**config.mk**
```make
export PLATFORM = sky130hd
export DESIGN_NAME = mem_arbiter
export DESIGN_NICKNAME = d
export VERILOG_FILES = /design/src/rtl/mem_arbiter.sv
export SDC_FILE = /design/constraint.sdc
export NUM_CORES = 1
export LEC_CHECK = 0
export CORE_MARGIN = 4
export CORE_UTILIZATION = 25
export CTS_CLUSTER_SIZE = 28
export DETAILED_ROUTE_END_ITERATION = 10
export PLACE_DENSITY_LB_ADDON = 0.05
export REMOVE_ABC_BUFFERS = 1
export SLEW_MARGIN = 15
export SYNTH_ARGS = -nofsm -noshare
export SYNTH_HDL_FRONTEND = slang
export SYNTH_SLANG_ARGS = --single-unit
```
**constraint.sdc**
```tcl
create_clock -name Clock -period 1.39 [get_ports Clock]
set_input_delay 0.278 -clock Clock [delete_from_list [all_inputs] [get_ports Clock]]
set_output_delay 0.278 -clock Clock [all_outputs]
set_load 0.01 [all_outputs]
```
**src/rtl/mem_arbiter.sv**
```systemverilog
// rtl/mem_arbiter.sv - single-port memory arbiter between fetch and data sides
module mem_arbiter #(
  parameter int LATENCY   = 1,
  parameter int MAX_D_RUN = 4
) (
  input  logic        Clock,
  input  logic        Reset,
  input  logic        IReq,
  input  logic [15:0] IAddr,
  output logic [31:0] IData,
  output logic        IValid,
  input  logic        DReq,
  input  logic        DWrite,
  input  logic [15:0] DAddr,
  input  logic [31:0] DWData,
  input  logic [1:0]  DLane,
  output logic [31:0] DRData,
  output logic        DValid,
  output logic [15:0] MemAddr,
  output logic [31:0] MemWData,
  output logic        MemRead,
  output logic        MemWrite,
  output logic [1:0]  MemLane,
  input  logic [31:0] MemRData,
  output logic        Busy
);

  typedef enum logic [1:0] {IDLE, ISSUE, WAIT, DONE} stateType;

  localparam logic [3:0] LatCount = 4'(LATENCY);
  localparam logic [3:0] RunMax   = 4'(MAX_D_RUN);

  stateType   state;
  logic [3:0] waitCount;
  logic [3:0] dRun;
  logic       grantIsD;
  logic       accWrite;
  logic       grantD;
  logic       grantI;

  // D side wins unless it has already taken MAX_D_RUN grants while fetch waited
  always_comb begin
    grantD = DReq && !(IReq && (dRun == RunMax));
    grantI = !grantD && IReq;
  end

  // access sequencer: the Mem* strobes and address/data are registered so that
  // they are live only during the single ISSUE cycle and zero otherwise
  always_ff @(posedge Clock) begin
    if (Reset) begin
      state     <= IDLE;
      waitCount <= '0;
      dRun      <= '0;
      grantIsD  <= 1'b0;
      accWrite  <= 1'b0;
      IData     <= '0;
      IValid    <= 1'b0;
      DRData    <= '0;
      DValid    <= 1'b0;
      MemAddr   <= '0;
      MemWData  <= '0;
      MemRead   <= 1'b0;
      MemWrite  <= 1'b0;
      MemLane   <= '0;
      Busy      <= 1'b0;
    end else begin
      IValid   <= 1'b0;
      DValid   <= 1'b0;
      MemRead  <= 1'b0;
      MemWrite <= 1'b0;
      MemAddr  <= '0;
      MemWData <= '0;
      MemLane  <= '0;
      case (state)
        IDLE: begin
          if (grantD || grantI) begin
            state    <= ISSUE;
            Busy     <= 1'b1;
            grantIsD <= grantD;
            accWrite <= grantD && DWrite;
            MemAddr  <= grantD ? DAddr : IAddr;
            MemRead  <= !(grantD && DWrite);
            MemWrite <= grantD && DWrite;
            MemWData <= (grantD && DWrite) ? DWData : '0;
            MemLane  <= (grantD && DWrite) ? DLane : 2'b00;
            if (grantD) begin
              if (IReq) begin
                dRun <= (dRun == RunMax) ? RunMax : dRun + 4'd1;
              end else begin
                dRun <= '0;
              end
            end else begin
              dRun <= '0;
            end
          end
        end
        ISSUE: begin
          if (accWrite) begin
            state  <= DONE;
            DValid <= 1'b1;
          end else begin
            waitCount <= LatCount;
            state     <= WAIT;
          end
        end
        WAIT: begin
          waitCount <= waitCount - 4'd1;
          // count reaches 1 in cycle ISSUE+LATENCY, when MemRData is valid
          if (waitCount == 4'd1) begin
            state <= DONE;
            if (grantIsD) begin
              DRData <= MemRData;
              DValid <= 1'b1;
            end else begin
              IData  <= MemRData;
              IValid <= 1'b1;
            end
          end
        end
        DONE: begin
          state <= IDLE;
          Busy  <= 1'b0;
        end
        default: begin
          state <= IDLE;
          Busy  <= 1'b0;
        end
      endcase
    end
  end

  // the memory never sees a read and a write strobe in the same cycle
  assert property (@(posedge Clock) disable iff (Reset) !(MemRead && MemWrite));

endmodule

```
==> impl_results.md <==
- Cts bufs inserted: 17
- XOR/XNOR Fraction of Synth Area: 0%
- Gr usage total: 15.6%
- Gate Count Post-Synth: 532
- Die height: approximately 150 um
- Complex-gate fraction of the synthesized area: 19.8%
- Worst hold path type: primary input to flip-flop
- Crit path DAT: 1810 ps
- Antenna violations before repair: 0
- Hold violation total from the final report: 0
- Fin nets: 878
- Critical Path RT: 1730 ps
- DP Wirelength: 11.3 mm
- Synth Area in Adders: 2.34%
- IO Port Bufs: between 200 and 250
- Synth cell types: 42
- WL final: around 17 mm
- First-pass GRT wire length: roughly 27 mm
- Min Clock Period, post-route: 1470 ps
- Peak Freq: 0.680 GHz
- Layout cells sized above 1: 17.1%
- Syn Area/Cell: ~9 sq um
- Final WS setup: -79.8 ps
- CP Class: flip-flop to flip-flop
- Fin Hold WS: between 300 and 400 ps
- Chip width: 147 um
- Site Rows: 50
- Diode count: 0
- CTS clk-pin slew, worst paths: ~60 ps
- Iter 0 DRT Violations: 199
- CP endpoint kind: flip-flop
- Post-synth EDFFs: 0
- DIE AREA: 0.0215 sq mm
- Max_slew headroom: 66.2%
- Drt drc: 0
- ANT nets after route: 0
- P_sw: around 3.3 mW
- Placed Instance Area: 0.00746 sq mm
- Fin util: 45.0%
- Yosys reg bits: between 100 and 150
- Reg2Reg Launch Point: state[0]$_SDFFE_PP0P_
- Clk_lat worst skew: 410 ps
- Total negative slack: -2210 ps
- P&R area growth vs syn: 76.4%
- Crit Path Max Fanout: 6
- Largest net degree at the start of global routing: 77
- HP Start: Reset
- I/O Pins: 222
- Post-layout instance area: approximately 0.0085 sq mm
- CP Launch Type: flip-flop
- Leak Pwr: 3.52 nW
- Synth Flop Type: dfxtp_1
- Ys Warns: 0
- Count of final setup violators: 67
- Simple-Gate Fraction of Synth Area: 17.8%
- Reg power frac: 35.7%
- Initial Utilization: 25.5%
- Fill count: approximately 1800
- CTS tree: built
- GR Overflow Total: 0
- Combinational fraction of design power: 24.7%
- Switching part of the total: ~28%
- Ys async rst share: 0%
- Vias/cell: 4.67
- Multiplexer area fraction after synthesis: 0.208%
- Max cap viols: 0
- Peak VDD IR: approximately 0.85 mV
- Vias in the first global route: 4930
- Tcrit/Tclk final: 106%
- Routability cong.: between 0.7 and 0.8
- Slew Viols, Final: 0
- Violated checks: setup timing
- Total vias in the final route: roughly 4900
- Post-synthesis sequential area ratio: 54.6%
- Clock Tree Buf Depth: 2
- DRT Pass-1 Iters: 4
- Mapped cell area: slightly below 0.005 sq mm
- Clk_skew: about 6.4 ps
- Main combinational cell family by area after synthesis: compound AO/OA/AOI/OAI gates
- Pint: about 8.5 mW
- Core Area: between 0.015 and 0.02 sq mm
- Clock Sinks: roughly 130
- CTS Root Cell: clkbuf_16
- Status: complete, but fails checks
- WL/cell: 16.8 um
- H-tree depth: 4
- Critical Path Source: state[0]$_SDFFE_PP0P_
- Worst-Margin Slew: 506 ps
- Power Dens Cells: 1400 mW/mm^2
- Clock power share: 39.6%
- Unrepaired setup endpoints after global routing: yes
-- cell usage after synthesis (2+ instances only) --
master | number | area [sq um]
a31oi_1 | 3 | 18.8
nor3_1 | 3 | 15.0
nand3_1 | 83 | 415
a21oi_1 | 86 | 430
buf_1 | 2 | 7.51
buf_2 | 10 | 50.1
inv_1 | 10 | 37.5
ha_1 | 9 | 113
and2_1 | 34 | 213
dfxtp_1 | 131 | 2620
nand2_1 | 10 | 37.5
o21ai_0 | 82 | 410
a32oi_1 | 2 | 17.5
clkbuf_1 | 33 | 124
nand4b_1 | 3 | 26.3
buf_6 | 2 | 22.5
nand3b_1 | 2 | 15.0
nor2b_1 | 2 | 12.5
nor2_1 | 2 | 7.51
-- cell type report --
cell class	instances	area (sq um)	share of cell area, %
Tap cell	260	325	3.84
Sequential cell	131	2630	31.0
Inverter	11	46.3	0.546
Multi-Input combinational cell	342	2210	26.1
Timing Repair Buffer	263	2640	31.1
Clock inverter	8	123	1.45
Clock buffer	24	502	5.92
-- repair_timing --
action                     4_1_cts  5_1_grt
gates cloned                     4        3
setup buffers                    2        2
resized for setup              162       58
pin swaps                        8       24
setup endpoints to repair      235      121
hold buffers                     0        0
-- power groups by stage --
stage / registers (mW) / clock network, mW / logic [mW]
global route: 4.26 / 4.99 / 3.19
detailed placement: 4.28 / 0 / 2.57
finish: 4.23 / 4.69 / 2.93
CTS: 4.22 / 4.82 / 2.75
floorplan: 4.47 / 0 / 0.787
global placement: 4.27 / 0 / 2.55
-- cells by family (layout without fill, tap and decap cells) --
| kind of cell | after synthesis | after routing |
|---|---|---|
| mux | 1 | 1 |
| buf+inv | 59 | 306 |
| compound gates | 182 | 182 |
| flops | 131 | 131 |
| simple gates | 150 | 150 |
| fa+ha+maj | 9 | 9 |
-- per-layer routing --
layer	part of all wire (%)	GRT usage (%)	vias to the layer above
met3	8.1	6.52	23
li1	-	-	2351
met4	1.9	5.60	0
met1	42	18.7	2310
met2	48	25.3	172
met5	0	0	-
-- final timing paths --
| path | to | slack [ps] | cells after the start |
|---|---|---|---|
| max reg2reg | IData[28]$_SDFFE_PP0P_ | -80 | 7 |
| max | IData[28]$_SDFFE_PP0P_ | -80 | 7 |
| min reg2reg | DRData[28]$_SDFFE_PP0P_ | 470 | 2 |
| min | dRun[1]$_SDFFE_PP0N_ | 370 | 3 |
-- worst max-delay path, cell delays in order (launching register included) --
cell	delay (ps)
dfxtp_2	330
inv_4	80
ha_4	160
and4bb_4	300
buf_6	160
buf_12	140
nand3_2	80
a21oi_2	150
-- registers in the layout (all words and copies together) (netlist names), 2 cells and up --
signal and count:
DRData 32, IData 32, MemAddr 16, MemLane 2
MemWData 32, dRun 4, state 2, waitCount 4
-- stage by stage --
step,std cells,power (mW),worst slack (ps)
floorplan,484,5.26,-1740
global placement,996,6.82,-400
detailed placement,996,6.85,-422
CTS,1034,11.8,-62.8
global route,1039,12.4,-145
finish,1039,11.8,-79.8
-- layout by cell type (no fill, tap or decap), drive strengths merged, types with 9 or more instances in the layout --
cell type	Yosys	final
buf	15	41
and2	34	34
nand2	10	10
a21oi	86	86
clkbuf	33	26
nand3	83	83
dlygate4sd2	0	117
inv	10	11
o21ai	83	83
ha	9	9
clkdlybuf4s50	0	101
dfxtp	131	131
No activity file was read; power rests on OpenSTA's default activity.
